[src/rtl/noc_pkg.sv]
// Shared NoC definitions used by the merge arbiter and its output buffer.
//   FLIT_W            : flit width; addr occupies [ADDR_MSB:ADDR_LSB], payload below it
//   flit_t            : one flit
//   tagged_flit_t     : a flit together with the index of the input that supplied it
package noc_pkg;

    localparam int FLIT_W   = 9;
    localparam int ADDR_MSB = 8;
    localparam int ADDR_LSB = 5;

    typedef logic [FLIT_W-1:0] flit_t;

    typedef struct packed {
        logic  src;
        flit_t flit;
    } tagged_flit_t;

endpackage

[src/rtl/flit_fifo.sv]
// Small circular buffer holding tagged flits between arbitration and the output.
// Ports:
//   clk, rst_n      : clock, synchronous active-low reset
//   push, push_data : write push_data at the tail on this edge
//   pop             : drop the head entry on this edge (caller guarantees count > 0)
//   head            : current head entry; while empty, the last entry popped (0 after reset)
//   count           : number of stored entries, 0..DEPTH
module flit_fifo
    import noc_pkg::*;
#(
    parameter int  DEPTH  = 2,
    parameter type elem_t = tagged_flit_t,
    localparam int PTR_W  = $clog2(DEPTH),
    localparam int CNT_W  = $clog2(DEPTH + 1)
) (
    input  logic             clk,
    input  logic             rst_n,
    input  logic             push,
    input  elem_t            push_data,
    input  logic             pop,
    output elem_t            head,
    output logic [CNT_W-1:0] count
);

    elem_t            mem [DEPTH];
    logic [PTR_W-1:0] wr_ptr;
    logic [PTR_W-1:0] rd_ptr;
    elem_t            last_q;

    // Pointers are exactly log2(DEPTH) bits wide and DEPTH is a power of two,
    // so plain increment wraps modulo DEPTH.
    // NOTE: state registers use non-blocking assignments so every flop samples
    // the pre-edge values regardless of statement order.
    always_ff @(posedge clk) begin
        if (!rst_n) begin
            wr_ptr <= '0;
            rd_ptr <= '0;
            count  <= '0;
            last_q <= '0;
        end else begin
            if (push) begin
                wr_ptr <= wr_ptr + PTR_W'(1);
            end
            if (pop) begin
                rd_ptr <= rd_ptr + PTR_W'(1);
                last_q <= mem[rd_ptr];
            end
            case ({push, pop})
                2'b10:   count <= count + CNT_W'(1);
                2'b01:   count <= count - CNT_W'(1);
                default: count <= count;
            endcase
        end
    end

    // NOTE: storage is deliberately not reset; count qualifies every read, so
    // stale contents are never visible and the array maps onto plain registers/RAM.
    always_ff @(posedge clk) begin
        if (push) begin
            mem[wr_ptr] <= push_data;
        end
    end

    // While empty the head shows the last flit that left, so the output holds steady.
    assign head = (count != '0) ? mem[rd_ptr] : last_q;

endmodule

[src/rtl/merge_arbiter2.sv]
// Two-input round-robin merge with a small output buffer.
// Ports:
//   clk, rst_n                      : clock, synchronous active-low reset
//   in0_valid/in0_ready/in0_data    : child 0 valid/ready channel
//   in1_valid/in1_ready/in1_data    : child 1 valid/ready channel
//   out_valid/out_ready/out_data    : merged valid/ready channel
//   out_src                         : index of the child that supplied out_data
// At most one child is accepted per edge. On a tie the child that did not win
// the previous accepted transfer is granted. Accepted flits are buffered, so
// there is always at least one cycle from accept to output.
module merge_arbiter2 #(
    parameter int FLIT_W = noc_pkg::FLIT_W,
    parameter int DEPTH  = 2
) (
    input  logic              clk,
    input  logic              rst_n,
    input  logic              in0_valid,
    output logic              in0_ready,
    input  logic [FLIT_W-1:0] in0_data,
    input  logic              in1_valid,
    output logic              in1_ready,
    input  logic [FLIT_W-1:0] in1_data,
    output logic              out_valid,
    input  logic              out_ready,
    output logic [FLIT_W-1:0] out_data,
    output logic              out_src
);

    localparam int               CNT_W    = $clog2(DEPTH + 1);
    localparam logic [CNT_W-1:0] FULL_CNT = CNT_W'(DEPTH);

    // Same layout as noc_pkg::tagged_flit_t, but following this instance's FLIT_W.
    typedef struct packed {
        logic              src;
        logic [FLIT_W-1:0] flit;
    } entry_t;

    logic [CNT_W-1:0] count;
    entry_t           head;
    entry_t           tail;
    logic             last_winner;
    logic             pop;
    logic             space;
    logic             acc0;
    logic             acc1;
    logic             push;

    assign out_valid = (count != '0);
    assign out_data  = head.flit;
    assign out_src   = head.src;

    assign pop   = out_valid && out_ready;
    // A full buffer still has room when its head leaves on the same edge.
    assign space = (count < FULL_CNT) || pop;

    // NOTE: every output of this block gets a default first, so no path can
    // leave a ready unassigned and infer a latch.
    always_comb begin
        in0_ready = 1'b0;
        in1_ready = 1'b0;
        if (rst_n && space) begin
            if (in0_valid && in1_valid) begin
                in0_ready = last_winner;
                in1_ready = !last_winner;
            end else begin
                in0_ready = in0_valid;
                in1_ready = in1_valid;
            end
        end
    end

    assign acc0      = in0_valid && in0_ready;
    assign acc1      = in1_valid && in1_ready;
    assign push      = acc0 || acc1;
    assign tail.src  = acc1;
    assign tail.flit = acc1 ? in1_data : in0_data;

    // Reset value 1 makes the first tie go to in0.
    always_ff @(posedge clk) begin
        if (!rst_n) begin
            last_winner <= 1'b1;
        end else if (push) begin
            last_winner <= acc1;
        end
    end

    flit_fifo #(
        .DEPTH  (DEPTH),
        .elem_t (entry_t)
    ) u_fifo (
        .clk       (clk),
        .rst_n     (rst_n),
        .push      (push),
        .push_data (tail),
        .pop       (pop),
        .head      (head),
        .count     (count)
    );

endmodule

[config.mk]
export PLATFORM = sky130hd
export DESIGN_NAME = merge_arbiter2
export DESIGN_NICKNAME = d
export VERILOG_FILES = /design/src/rtl/noc_pkg.sv /design/src/rtl/flit_fifo.sv /design/src/rtl/merge_arbiter2.sv
export SDC_FILE = /design/constraint.sdc
export NUM_CORES = 1
export LEC_CHECK = 0
export BUFFER_PORTS_ARGS = -buffer_cell sky130_fd_sc_hd__buf_2
export CORE_ASPECT_RATIO = 1.4
export CORE_UTILIZATION = 43
export CTS_BUF_LIST = sky130_fd_sc_hd__clkbuf_16
export DETAILED_ROUTE_END_ITERATION = 10
export PLACE_DENSITY = 0.68
export SYNTH_ARGS = -nofsm -noshare
export SYNTH_HDL_FRONTEND = slang
export SYNTH_HIERARCHICAL = 1
export SYNTH_SLANG_ARGS = --single-unit
[constraint.sdc]
create_clock -name clk -period 1.5 [get_ports clk]
set_input_delay 0.225 -clock clk [delete_from_list [all_inputs] [get_ports clk]]
set_output_delay 0.225 -clock clk [all_outputs]
set_load 0.03 [all_outputs]
==> key figures <==
Worst hold path
  – Hold crit path type: input port to flip-flop
  – Hold Path Origin: in1_data[1]

Clocking
  – Clk Latency, worst-skew pair: 280 ps
  – Clock net sink count: 36
  – CTS buffer count: 5
  – Clock buffer depth: 2
  – H-tree depth: 2
  – CTS Root Cell: clkbuf_16
  – TritonCTS clock tree: done
  – Clk pin slew, worst setup/hold paths: 50 ps

Critical path
  – Worst path arrival time: around 1800 ps
  – CP Launch Type: flip-flop
  – Crit Path Category: flip-flop to flip-flop
  – Startpoint of the worst-slack reg-to-reg timing path: u_fifo/count[1]
  – CP max FO: 5
  – Nature of the critical path endpoint: flip-flop
  – Req. time, crit path: 1700 ps
  – Crit path launch: u_fifo/count[1]

Synth
  – Post-Synthesis Cells: approximately 130
  – Mean Syn Cell Area: 11.86 sq um
  – Yosys top cell area share: a little under two fifths
  – Post-Syn Nets: approximately 160
  – Count leader, synth: a21oi_1
  – FFs w/ async S/R, synth: 0%
  – Post-synth EDFFs: 20
  – Synth area leaders: edfxtp_1, dfxtp_1, mux2_4
  – Most frequent cells after synthesis: a21oi_1, edfxtp_1, dfxtp_1, nor2_1, o21ai_0
  – Yosys top cell by area: edfxtp_1
  – Post-synthesis cell type count: 26
  – Synth warn: 6
  – Top_reg_cell synth: edfxtp_1
  – Post-Syn Area: 1589 sq um
  – Yosys reg bits: 36
  – Seq/Total Area, Yosys: between 50% and 60%

STA
  – Max_slew headroom: between 80% and 90%
  – Post-layout min period: about 1600 ps
  – Clock skew: about 4 ps
  – Achievable frequency: 621.3 MHz
  – Final Hold Viols: 0
  – Period utilization: 107.3%
  – Setup Viol. Count Final: 11
  – Final worst setup slack: -109.5 ps
  – RSZ-0062 raised after global routing: yes
  – Slew Viols, Final: 0
  – Worst-Margin Slew: roughly 190 ps

Global routing
  – Initial antenna violation count: 0
  – Largest net degree at the start of global routing: 22
  – First-pass GRT wire length: roughly 5700 um
  – GRT Total Usage: between 20% and 30%
  – Vias in the first global route: about 1.3k
  – GR Overflow Total: 0

Floorplan
  – Starting density of the core: a little under half
  – Die H: roughly 74 um
  – Die width: 53.38 um
  – Row count: 25
  – Die area: between 3000 and 4000 sq um
  – Core area: between 3000 and 4000 sq um
  – Io pins: 36

Place
  – Place WS: -104.8 ps
  – Placed Cells: 216
  – Placer congestion estimate: 0.6737
  – Port buffer count: 35
  – Dpl hpwl: approximately 2200 um

Route
  – Post-Route WL: ~3500 um
  – DRT Pass-1 Iters: 6
  – Initial drt markers: 22
  – DR DRC count: 0
  – Via count: between 1k and 1.5k
  – Routed wire per std cell: 15.07 um
  – Routed Antenna Nets: 0
  – DR vias/cell: about 5.3

Final layout
  – Antenna fix cells: 0
  – Layout filler cell count: around 270
  – Final nets: 212
  – Layout cells sized above 1: a little under three fifths
  – Area of the multi-input gates: 817.0 sq um
  – Register Area: between 900 and 1000 sq um
  – Final cell count without fillers: between 200 and 250
  – Area growth from synthesis to layout: 48.11%

Job
  – Total of max-cap violations: 0

Status
  – Failing checks: negative setup slack
  – Status: finished with violations

Pwr
  – Worst VDD drop: 0.001253 V
  – Power per Cell Area: about 2100 nW/um^2
  – LEAKAGE: about 0.00096 uW
cell type report:
type                    instances  share of cell area, %
flip-flops and latches         36                  39.45
repair buffers                 53                  17.01
inverters                       4                 0.6380
well taps                      40                  2.127
clock inverters                 3                 0.7443
clock buffers                   5                  5.316
multi-input cells              88                  34.72
logic make-up (layout without fill, tap and decap cells):
group	after synthesis	count (layout)	share of synthesized area (%)
AND/OR/NAND/NOR	28	29	10.08
XOR/XNOR	3	3	1.654
multiplexers	19	19	14.57
adder cells (fa/ha/maj)	1	1	0.7873
buffers and inverters	11	65	3.306
AO/OA/AOI/OAI	36	36	11.65
flip-flops	36	36	57.95
power breakdown:
group	switching (uW)	total [uW]	internal (uW)
logic	1370	2480	1120
registers	136	1400	1260
clock network	385	996	611
total	1890	4870	2990
cell usage in the layout, fill, tap and decap left out, drive strengths merged, types with 2 or more instances in the layout:
master / count
buf: 50
a21oi: 21
edfxtp: 20
dfxtp: 16
nor2: 14
o21ai: 13
mux2i: 10
mux2: 9
clkbuf: 8
and2: 5
inv: 5
or2: 3
nand2: 2
clkinv: 2
xnor2: 2
final timing paths:
check / end / slack, ps / cells past startpoint
worst max-delay path: u_fifo/count[1] / -110 / 6
worst min-delay path: u_fifo/mem[0][1] / 260 / 2
worst max register to register: u_fifo/count[1] / -110 / 6
worst min register to register: u_fifo/last_q[4] / 540 / 2
worst max-delay path: stages (launching register included):
cell	delay, ps
dfxtp_4	360
or2_4	250
and2_4	150
ha_4	160
xnor2_2	130
or3_1	320
a21boi_1	160
per-stage QoR:
step	utilization, %	setup TNS, ps	power, uW	area, sq um	hold slack (ps)
after floorplan	-	-85.65	2780	1645	301.2
after global placement	57.42	-0.6402	3263	1976	504.0
after detailed placement	57.42	-182.7	3333	1976	524.1
after CTS	65.02	-611.3	4654	2237	244.7
after global routing	68.40	-883.0	5131	2354	247.8
final	68.40	-431.4	4874	2354	255.4
per-layer routing:
metal / track usage, % / share of wire, % / routed length, um
met1: 20.08 / 34 / 1175
met2: 40.00 / 59 / 2033
met3: 8.696 / 5.1 / 175
met4: 9.649 / 2.0 / 68
met5: 0 / 0 / 0
state kept, by name, indices dropped and copies added (netlist names), named ones only:
register	count
last_winner	1
u_fifo/count	2
u_fifo/last_q	10
u_fifo/mem	20
u_fifo/rd_ptr	1
u_fifo/wr_ptr	1
what timing repair did:
| item | CTS | global route |
|---|---|---|
| setup buffers | 5 | 1 |
| hold buffers | 0 | 0 |
| endpoints found under the setup margin | 15 | 16 |
| pin swaps | 4 | 4 |
| cloned | 1 | 0 |
| gates resized for setup | 24 | 27 |
Power figures use the tool's default switching activity.
